File: src/rtl/ins_prefetch_pkg.sv
// Shared constants for the instruction prefetcher: opcode fields, bus widths,
// default fetch origin and the fetch FSM state type.
package ins_prefetch_pkg;

  localparam int ADDR_W = 18;
  localparam int DATA_W = 16;
  localparam int WORD_W = DATA_W + ADDR_W;

  localparam logic [ADDR_W-1:0] DEFAULT_START_ADDR = 18'h0ff00;

  localparam logic [3:0] OP_END  = 4'b0000;
  localparam logic [3:0] OP_BPM  = 4'b0001;
  localparam logic [3:0] OP_REP1 = 4'b0010;
  localparam logic [3:0] OP_REP2 = 4'b0011;
  localparam int         NOTE_BIT = 15;

  typedef enum logic [1:0] {
    ST_ISSUE,
    ST_WAIT,
    ST_CAPTURE,
    ST_PARKED
  } fetch_state_t;

  function automatic logic is_end_word(input logic [DATA_W-1:0] word);
    return word[15:12] == OP_END;
  endfunction

endpackage

File: src/rtl/ins_prefetch_fifo.sv
// Small circular buffer of fetched {data, address} words with occupancy count.
// Flush empties it in one edge; a push while full is only accepted alongside a pop.
module ins_fifo #(
  parameter int DEPTH = 4,
  parameter int WIDTH = 34
) (
  input  logic                     i_clk,
  input  logic                     i_rst_n,
  input  logic                     i_flush,
  input  logic                     i_push,
  input  logic [WIDTH-1:0]         i_wdata,
  input  logic                     i_pop,
  output logic [WIDTH-1:0]         o_rdata,
  output logic [$clog2(DEPTH):0]   o_count
);

  localparam int PW = $clog2(DEPTH);
  localparam logic [PW:0] FULL = (PW+1)'(DEPTH);

  logic [WIDTH-1:0] r_mem [DEPTH];
  logic [PW-1:0]    r_wr_ptr;
  logic [PW-1:0]    r_rd_ptr;
  logic [PW:0]      r_count;
  logic             w_pop;
  logic             w_push;

  assign w_pop   = i_pop && (r_count != '0) && !i_flush;
  assign w_push  = i_push && !i_flush && ((r_count != FULL) || w_pop);
  assign o_rdata = r_mem[r_rd_ptr];
  assign o_count = r_count;

  always_ff @(posedge i_clk) begin
    if (w_push) r_mem[r_wr_ptr] <= i_wdata;
  end

  always_ff @(posedge i_clk or negedge i_rst_n) begin
    if (!i_rst_n) begin
      r_wr_ptr <= '0;
      r_rd_ptr <= '0;
      r_count  <= '0;
    end else if (i_flush) begin
      r_wr_ptr <= '0;
      r_rd_ptr <= '0;
      r_count  <= '0;
    end else begin
      if (w_push) r_wr_ptr <= r_wr_ptr + 1'b1;
      if (w_pop)  r_rd_ptr <= r_rd_ptr + 1'b1;
      case ({w_push, w_pop})
        2'b10:   r_count <= r_count + 1'b1;
        2'b01:   r_count <= r_count - 1'b1;
        default: r_count <= r_count;
      endcase
    end
  end

endmodule

File: src/rtl/ins_prefetch.sv
// Instruction prefetcher: walks a read-only async SRAM, buffers words in ins_fifo,
// parks on an end word and restarts from a jump target.
module ins_prefetch
  import ins_prefetch_pkg::*;
#(
  parameter int                DEPTH      = 4,
  parameter logic [ADDR_W-1:0] START_ADDR = DEFAULT_START_ADDR,
  parameter int                SRAM_WAIT  = 2
) (
  input  logic              i_clk,
  input  logic              i_rst_n,
  output logic [ADDR_W-1:0] o_sram_a,
  output logic              o_sram_we,
  output logic              o_sram_ce,
  output logic              o_sram_oe,
  output logic              o_sram_lb,
  output logic              o_sram_ub,
  input  logic [DATA_W-1:0] i_sram_d,
  input  logic              i_jump_valid,
  input  logic [ADDR_W-1:0] i_jump_addr,
  input  logic              i_ins_ready,
  output logic              o_ins_valid,
  output logic [DATA_W-1:0] o_ins_data,
  output logic [ADDR_W-1:0] o_ins_addr,
  output logic              o_end_seen
);

  localparam int         CW        = $clog2(DEPTH) + 1;
  localparam logic [2:0] WAIT_INIT = 3'(SRAM_WAIT - 1);

  fetch_state_t      r_state;
  logic [ADDR_W-1:0] r_fetch_ptr;
  logic [2:0]        r_wait_cnt;
  logic              r_end_seen;

  logic [CW-1:0]     w_count;
  logic [WORD_W-1:0] w_head;
  logic              w_push;
  logic              w_has_free;
  logic              w_transfer;

  assign o_sram_a  = r_fetch_ptr;
  assign o_sram_we = 1'b1;
  assign o_sram_ce = 1'b0;
  assign o_sram_oe = 1'b0;
  assign o_sram_lb = 1'b0;
  assign o_sram_ub = 1'b0;

  // Only one read is ever outstanding and ISSUE is never entered with one in
  // flight, so a free slot here also reserves room for the word about to be read.
  assign w_has_free = w_count < CW'(DEPTH);
  assign w_push     = (r_state == ST_CAPTURE) && !i_jump_valid;
  assign w_transfer = o_ins_valid && i_ins_ready;

  assign o_ins_valid = (w_count != '0);
  assign o_ins_data  = o_ins_valid ? w_head[WORD_W-1:ADDR_W] : '0;
  assign o_ins_addr  = o_ins_valid ? w_head[ADDR_W-1:0]      : '0;
  assign o_end_seen  = r_end_seen;

  ins_fifo #(
    .DEPTH (DEPTH),
    .WIDTH (WORD_W)
  ) u_fifo (
    .i_clk   (i_clk),
    .i_rst_n (i_rst_n),
    .i_flush (i_jump_valid),
    .i_push  (w_push),
    .i_wdata ({i_sram_d, r_fetch_ptr}),
    .i_pop   (w_transfer),
    .o_rdata (w_head),
    .o_count (w_count)
  );

  always_ff @(posedge i_clk or negedge i_rst_n) begin
    if (!i_rst_n) begin
      r_state     <= ST_ISSUE;
      r_fetch_ptr <= START_ADDR;
      r_wait_cnt  <= '0;
      r_end_seen  <= 1'b0;
    end else if (i_jump_valid) begin
      r_state     <= ST_ISSUE;
      r_fetch_ptr <= i_jump_addr;
      r_wait_cnt  <= '0;
      r_end_seen  <= 1'b0;
    end else begin
      case (r_state)
        ST_ISSUE: begin
          if (w_has_free) begin
            r_state    <= ST_WAIT;
            r_wait_cnt <= WAIT_INIT;
          end
        end
        ST_WAIT: begin
          if (r_wait_cnt == '0) r_state <= ST_CAPTURE;
          else                  r_wait_cnt <= r_wait_cnt - 1'b1;
        end
        ST_CAPTURE: begin
          r_fetch_ptr <= r_fetch_ptr + 1'b1;
          if (is_end_word(i_sram_d)) begin
            r_state    <= ST_PARKED;
            r_end_seen <= 1'b1;
          end else begin
            r_state <= ST_ISSUE;
          end
        end
        ST_PARKED: r_state <= ST_PARKED;
        default:   r_state <= ST_ISSUE;
      endcase
    end
  end

endmodule

File: config.mk
export PLATFORM = sky130hd
export DESIGN_NAME = ins_prefetch
export DESIGN_NICKNAME = d
export VERILOG_FILES = /design/src/rtl/ins_prefetch_pkg.sv /design/src/rtl/ins_prefetch_fifo.sv /design/src/rtl/ins_prefetch.sv
export SDC_FILE = /design/constraint.sdc
export NUM_CORES = 1
export LEC_CHECK = 0
export BUFFER_PORTS_ARGS = -buffer_cell sky130_fd_sc_hd__buf_2
export CAP_MARGIN = 20
export CORE_MARGIN = 2
export CORE_UTILIZATION = 61
export DETAILED_ROUTE_END_ITERATION = 8
export PLACE_DENSITY_LB_ADDON = 0.25
export SYNTH_ARGS = -nofsm -noshare
export SYNTH_HDL_FRONTEND = slang
export SYNTH_HIERARCHICAL = 1
export SYNTH_SLANG_ARGS = --single-unit
File: constraint.sdc
create_clock -name i_clk -period 7.15 [get_ports i_clk]
set_clock_uncertainty 0.05 [all_clocks]
set_input_delay 0.3575 -clock i_clk [delete_from_list [all_inputs] [get_ports i_clk]]
set_output_delay 0.3575 -clock i_clk [all_outputs]
set_load 0.01 [all_outputs]
==> metrics.yaml, run 1 <==
setup_path:
  critical_path_class: "flip-flop to flip-flop"
  timing.rr.start: "u_fifo/o_count[0]"
  critPathLaunchType: "flip-flop"
  end_kind: "flip-flop"
  reg2reg_depth: 6
  timing.critical_path.fanout_max: 36
  crit_start: "u_fifo/o_count[0]"
  worst_ep_required_time_ns: 7.13
  arrival_ns: 2.97
global_routing:
  gr-total-overflow: 0
  grt_pass1_vias: 3968
  grt_first_pass_wirelength_mm: 21.3
  grt_start_max_net_pins: 51
  grt_antenna_before_repair: 0
  grt_use_total_pct: 23.1
routing:
  routed_wire_per_std_cell_um: 20.0
  vias: 4001
  detail_route.wirelength_mm: 13.4
  drtAntennaViolNets: 0
  detail_route.first_pass.iterations: 5
  detail_route.drc_violations: 0
  route.detailed.vias_per_inst: 5.97
  drt-initial-drc-count: 318
worst_hold_path:
  hold-path-cell-count: 3
  holdCritPathClass: "input pin to flip-flop"
  min_from: "i_jump_addr[1]"
clock_tree:
  h_tree_lvl_count: 4
  clk_latency_ns: 0.41
  tritoncts: "built"
  root_buffer: "sky130_fd_sc_hd__clkbuf_16"
  post_cts.repair.setup_buffers: 0
  tritoncts.num_buffers: 17
  cts_buffer_depth: 2
  clock_sinks: 167
  clkSlewWorstSetupHoldPaths_ns: 0.06
logic_synthesis:
  seq_area_frac_synth_pct: 69.5
  ys_types: 49
  synthSimpleGateAreaFrac_pct: 10.1
  number_of_flops_mapped_to_enable_cells_by_yosys: 136
  postSynth.asyncResetShare_pct: 18.6
  ys_warn_count: 6
  ys_ff_latch: 167
  synth_xor_area_share_pct: 1.62
  synth_top_family_by_area: "multiplexers"
  synth-adder-area-share_pct: 1.54
  dominantRegCellSynth: "sky130_fd_sc_hd__edfxtp_1"
  synthMuxAreaShare_pct: 11.7
  synth-compound-area-share_pct: 3.21
  syn_avg_cell_area_um2: 16.7
  synthCells: 419
  synthesized_area_um2: 7010
layout:
  antenna_cells: 0
  final.fill_count: 718
  finish.utilization_pct: 72.5
  layout.nets: 560
  final_std_cells_w_o_fill: 670
  stdcell_area_um2: 8210
  drive_gt1_share_pct: 34.3
  areaGrowthSynthToFinish_pct: 17.1
floorplanning:
  dieHeight_um: 111
  chipWidth_um: 111
  core-area_um2: 11300
  std_cell_rows: 39
  initial_core_util_pct: 61.9
  ios: 97
  floorplan_die_area_um2: 12400
sta:
  setup_total_negative_slack_ns: 0
  layout_setup_ws_ns: 4.16
  fmax_mhz: 334
  unrepaired_setup_endpoints_after_global_routing: "no"
  worst_pin_slew_ns: 0.939
  final_period_minus_worst_setup_slack_ns: 2.99
  report.final.slew_viol_count: 0
  report.final.setup_viol: 0
  finalHoldViolCount: 0
  fin_crit_sh_pct: 41.9
  slew_headroom_pct: 37.4
place:
  preCtsSetupSlack_ns: 4.13
  place_area_um2: 7570
  dp.cells: 637
  portBuffers: 91
  hpwl_reported_at_the_end_of_detailed_placement_mm: 8.14
  gp_congestion: 0.825
power:
  p_comb_share_pct: 4.9
  p_switching_uw: 464
  power_density_nw_per_um2: 263
  share_seq_of_total_power_pct: 51.8
  internal_power_mw: 1.69
  switching_share_pct: 21.5
  vdd_drop_max_mv: 0.149
  power_leakage_nw: 2.95
  share_clk_of_total_power_pct: 43.3
flow_run:
  maxCapViolCount: 0
status:
  result_of_the_run: "finished clean"
-- power by group through the flow --
stage          clock (mW)  combinational, mW  sequential (mW)
2_1_floorplan           0             0.0585             1.13
3_3_place_gp            0              0.100             1.13
3_5_place_dp            0              0.105             1.14
4_1_cts             0.950              0.107             1.12
5_1_grt             0.997              0.118             1.12
6_report            0.934              0.106             1.12
-- synthesized netlist by cell type (all sizes together) (3+ instances only) --
cell type / n / area (um2)
nor2: 16 / 60.1
a31oi: 5 / 31.3
xnor2: 6 / 52.6
edfxtp: 136 / 4080
mux2: 3 / 33.8
o21ai: 15 / 75.1
xor2: 7 / 61.3
ha: 7 / 87.6
buf: 14 / 87.6
dfstp: 8 / 210
nor2b: 39 / 244
o31ai: 3 / 36.3
inv: 10 / 37.5
nand4: 9 / 56.3
mux4: 34 / 766
nand2b: 3 / 18.8
clkbuf: 8 / 31.3
nand2: 19 / 73.8
and2: 4 / 25.0
nor4: 6 / 37.5
dfrtp: 23 / 576
a21oi: 7 / 38.8
nand3: 5 / 25.0
and3: 3 / 18.8
nor3: 7 / 35.0
-- kinds of logic after synthesis --
family / Yosys count
AO/OA/AOI/OAI: 35
XOR/XNOR: 13
adder cells (fa/ha/maj): 8
buffers and inverters: 32
flip-flops: 167
multiplexers: 39
other: 2
AND/OR/NAND/NOR: 123
-- repair_timing --
action | 4_1_cts | 5_1_grt
endpoints found under the hold margin | 23 | 0
endpoints found under the setup margin | 0 | 0
hold buffers | 1 | 0
gates resized for setup | 0 | 0
-- area by class of cell --
class	count	area, um2	share of cell area (%)
Clock buffer	22	528	6.43
Clock inverter	10	100	1.22
Inverter	10	37.5	0.457
Multi-Input combinational cell	223	2000	24.4
Sequential cell	167	4870	59.3
Tap cell	143	179	2.18
Timing Repair Buffer	95	488	5.95
-- sequential cells by signal, indices dropped and copies added (netlist names) --
signal and count:
u_fifo/r_rd_ptr 2, o_end_seen 1, u_fifo/o_count 3, u_fifo/r_wr_ptr 2
u_fifo/r_mem 136, r_state 2, o_sram_a 18, r_wait_cnt 3
-- placed cells by master (no fill, tap or decap), types with 3 or more instances in the layout --
cell	count
sky130_fd_sc_hd__edfxtp_1	136
sky130_fd_sc_hd__buf_2	91
sky130_fd_sc_hd__nor2b_1	39
sky130_fd_sc_hd__mux4_2	34
sky130_fd_sc_hd__dfrtp_1	22
sky130_fd_sc_hd__clkbuf_16	20
sky130_fd_sc_hd__nand2_1	18
sky130_fd_sc_hd__nor2_1	16
sky130_fd_sc_hd__o21ai_0	13
sky130_fd_sc_hd__inv_1	10
sky130_fd_sc_hd__nand4_1	9
sky130_fd_sc_hd__dfstp_2	8
sky130_fd_sc_hd__xor2_1	7
sky130_fd_sc_hd__ha_1	7
sky130_fd_sc_hd__nor3_1	6
sky130_fd_sc_hd__xnor2_1	6
sky130_fd_sc_hd__nor4_1	6
sky130_fd_sc_hd__a21oi_1	6
sky130_fd_sc_hd__nand3_1	5
sky130_fd_sc_hd__a31oi_1	5
sky130_fd_sc_hd__conb_1	5
sky130_fd_sc_hd__inv_6	4
sky130_fd_sc_hd__and2_2	4
sky130_fd_sc_hd__nand2b_1	3
sky130_fd_sc_hd__and3_1	3
sky130_fd_sc_hd__buf_4	3
-- worst max-delay path: stages (launching register included) --
cell and delay [ns]:
sky130_fd_sc_hd__dfrtp_1 0.51, sky130_fd_sc_hd__nor3_2 0.08, sky130_fd_sc_hd__buf_4 0.26, sky130_fd_sc_hd__nor2b_1 0.34
sky130_fd_sc_hd__nor4b_2 0.12, sky130_fd_sc_hd__nor3b_4 0.39, sky130_fd_sc_hd__and2_2 0.85
-- path summary, 6_finish.rpt --
kind | to | slack, ns
min in group asynchronous | o_sram_a[17] | 0.46
worst min-delay path | o_sram_a[1] | 0.1
worst max register to register | u_fifo/r_mem[3][7] | 4.16
worst min register to register | o_end_seen | 0.46
max in group asynchronous | u_fifo/r_rd_ptr[0] | 6.10
worst max-delay path | u_fifo/r_mem[3][7] | 4.16
-- routing by layer --
metal | routed length, um | global-route usage [%] | part of all wire [%] | vias to the layer above
met2 | 6740 | 37.0 | 50 | 166
met1 | 5740 | 31.8 | 43 | 2013
met4 | 178 | 7.00 | 1.3 | 0
met3 | 730 | 6.34 | 5.4 | 19
met5 | 0 | 0 | 0 | -
li1 | - | - | - | 1803
-- per-stage QoR --
step                      hold slack (ns)  power, mW
final                              0.0961       2.16
after global routing               0.0894       2.24
after CTS                          0.0804       2.17
after detailed placement            0.390       1.24
after global placement              0.380       1.23
after floorplan                    0.0119       1.19
Power figures use the tool's default switching activity.
==> inputs of run 2 (changes only) <==
- CORE_UTILIZATION: 61 -> 52
- clock period: 7.15 -> 2.68 ns (I/O delays scaled with it)
==> run 2 against run 1 <==
Net effect:
- routed wire length is 1.3% higher
- utilization is 7.2 points lower
- sequential share of layout area is 2.7 points lower
- final cell count is 11% higher
- sequential cell count stayed put
==> metrics.yaml, run 2 (synthesized netlist as in run 1, its figures left out) <==
sta:
  setup_total_negative_slack_ns: 0
  final_period_minus_worst_setup_slack_ns: 2.41
  slew_headroom_pct: 51.9
  worst_pin_slew_ns: 0.721
  whs_ns: 0.0939
  report.final.setup_viol: 0
  finalHoldViolCount: 0
  unrepaired_setup_endpoints_after_global_routing: "no"
  fin_crit_sh_pct: 90.0
  report.final.slew_viol_count: 0
  fmax_mhz: 415
floorplanning:
  dieHeight_um: 120
  floorplan_die_area_um2: 14400
  chipWidth_um: 120
  std_cell_rows: 42
  core-area_um2: 13200
  ios: 97
  initial_core_util_pct: 53.1
routing:
  detail_route.wirelength_mm: 13.6
  detail_route.drc_violations: 0
  vias: 4000
  drtAntennaViolNets: 0
  route.detailed.vias_per_inst: 5.39
  drt-initial-drc-count: 261
  detail_route.first_pass.iterations: 4
  routed_wire_per_std_cell_um: 18.3
setup_path:
  arrival_ns: 2.49
  slowest_stage: "sky130_fd_sc_hd__nor3b_4"
  critical_path.top_delay_family: "simple AND/OR/NAND/NOR gates"
  path_cells: "inv_1, nor3_1, nor3b_4, and2_2, buf_4"
  critical_path_class: "flip-flop to flip-flop"
  critPathLaunchType: "flip-flop"
  end_kind: "flip-flop"
  cpPeakStageDelay_ns: 0.48
  timing.critical_path.fanout_max: 10
  worst_ep_required_time_ns: 2.76
  timing.critical_path.buf_inv: 2
power:
  vdd_drop_max_mv: 0.387
  power_leakage_nw: 3.09
  total_power_mw: 5.46
  power_density_nw_per_um2: 634
layout:
  drive_gt1_share_pct: 32.2
  final-seq-area_um2: 4870
  final.fill_count: 934
  final_std_cells_w_o_fill: 742
  final_common_cell: "sky130_fd_sc_hd__edfxtp_1"
  layout.nets: 601
  most-common-layout-cells: "sky130_fd_sc_hd__edfxtp_1, sky130_fd_sc_hd__buf_2, sky130_fd_sc_hd__nor2b_1"
  antenna_cells: 0
  multi_input_area_um2: 2000
  largest_register: "u_fifo/r_mem"
  number_of_flip_flops_under_the_largest_register_name: 136
  areaGrowthSynthToFinish_pct: 22.8
worst_hold_path:
  holdCritPathClass: "input pin to flip-flop"
global_routing:
  gr_met3_demand_resource_pct: 5.94
  grt_first_pass_wirelength_mm: 21.3
  grt_antenna_before_repair: 0
  grt_start_max_net_pins: 42
  grt_pass1_vias: 4046
  globalRouteMet1Util_pct: 26.1
  grtUsageMet2_pct: 32.1
  gr-total-overflow: 0
  grt.busiest_layer: "met2"
  grt_use_total_pct: 20.0
clock_tree:
  cts_buffer_depth: 2
  clk_latency_ns: 0.43
  clock_sinks: 167
  post_cts.repair.setup_buffers: 0
  tritoncts: "built"
  root_buffer: "sky130_fd_sc_hd__clkbuf_16"
  h_tree_lvl_count: 4
  clkSlewWorstSetupHoldPaths_ns: 0.06
  tritoncts.num_buffers: 17
status:
  result_of_the_run: "finished clean"
place:
  portBuffers: 91
  dp.cells: 677
  hpwl_reported_at_the_end_of_detailed_placement_mm: 8.32
  gp_congestion: 0.807
flow_run:
  maxCapViolCount: 0
run 2: where the power goes:
part           leakage [nW]  total [mW]  internal, mW  switching [mW]
Combinational          1.23       0.333         0.157           0.177
Sequential             1.60        2.98          2.89          0.0930
Clock                 0.251        2.15          1.24           0.903
Total                  3.09        5.46          4.29            1.17
run 2: repair_timing:
action	in CTS	in global routing
gates resized for setup	0	0
hold buffers	35	0
endpoints found under the hold margin	105	0
run 2: layer usage:
layer | part of all wire [%] | vias up
li1 | - | 1886
met1 | 44 | 1973
met2 | 49 | 120
met3 | 4.8 | 21
met4 | 2.0 | 0
met5 | 0 | -
run 2: through the flow:
stage                     util [%]  worst slack [ns]  cell area [um2]
final                         65.3             0.268             8610
after global routing          65.3             0.130             8610
after floorplan                  -            0.0165             7020
after CTS                     65.3             0.249             8610
after detailed placement      58.7             0.286             7740
after global placement        58.7             0.400             7740
run 2: final timing paths:
check / cells after the start / start / slack, ns / end
max in group asynchronous: 2 / i_rst_n / 1.82 / u_fifo/r_rd_ptr[1]
worst max register to register: 5 / r_state[1] / 0.27 / u_fifo/r_mem[2][14]
worst min register to register: 2 / o_end_seen / 0.45 / o_end_seen
worst max-delay path: 5 / r_state[1] / 0.27 / u_fifo/r_mem[2][14]
min in group asynchronous: 2 / i_rst_n / 0.25 / o_sram_a[4]
worst min-delay path: 3 / i_jump_valid / 0.09 / u_fifo/o_count[2]
run 2: cell type report:
| class | count | area share, % |
|---|---|---|
| timing repair buffer | 136 | 11.1 |
| inverter | 10 | 0.436 |
| clock buffer | 18 | 4.99 |
| sequential | 167 | 56.6 |
| tap | 176 | 2.56 |
| multi-input combinational | 223 | 23.3 |
| clock inverter | 12 | 1.03 |
run 2: tightest hold or removal path, stage by stage:
cell and delay [ns]:
sky130_fd_sc_hd__buf_2 0.17, sky130_fd_sc_hd__nor2_1 0.11, sky130_fd_sc_hd__mux2_1 0.12
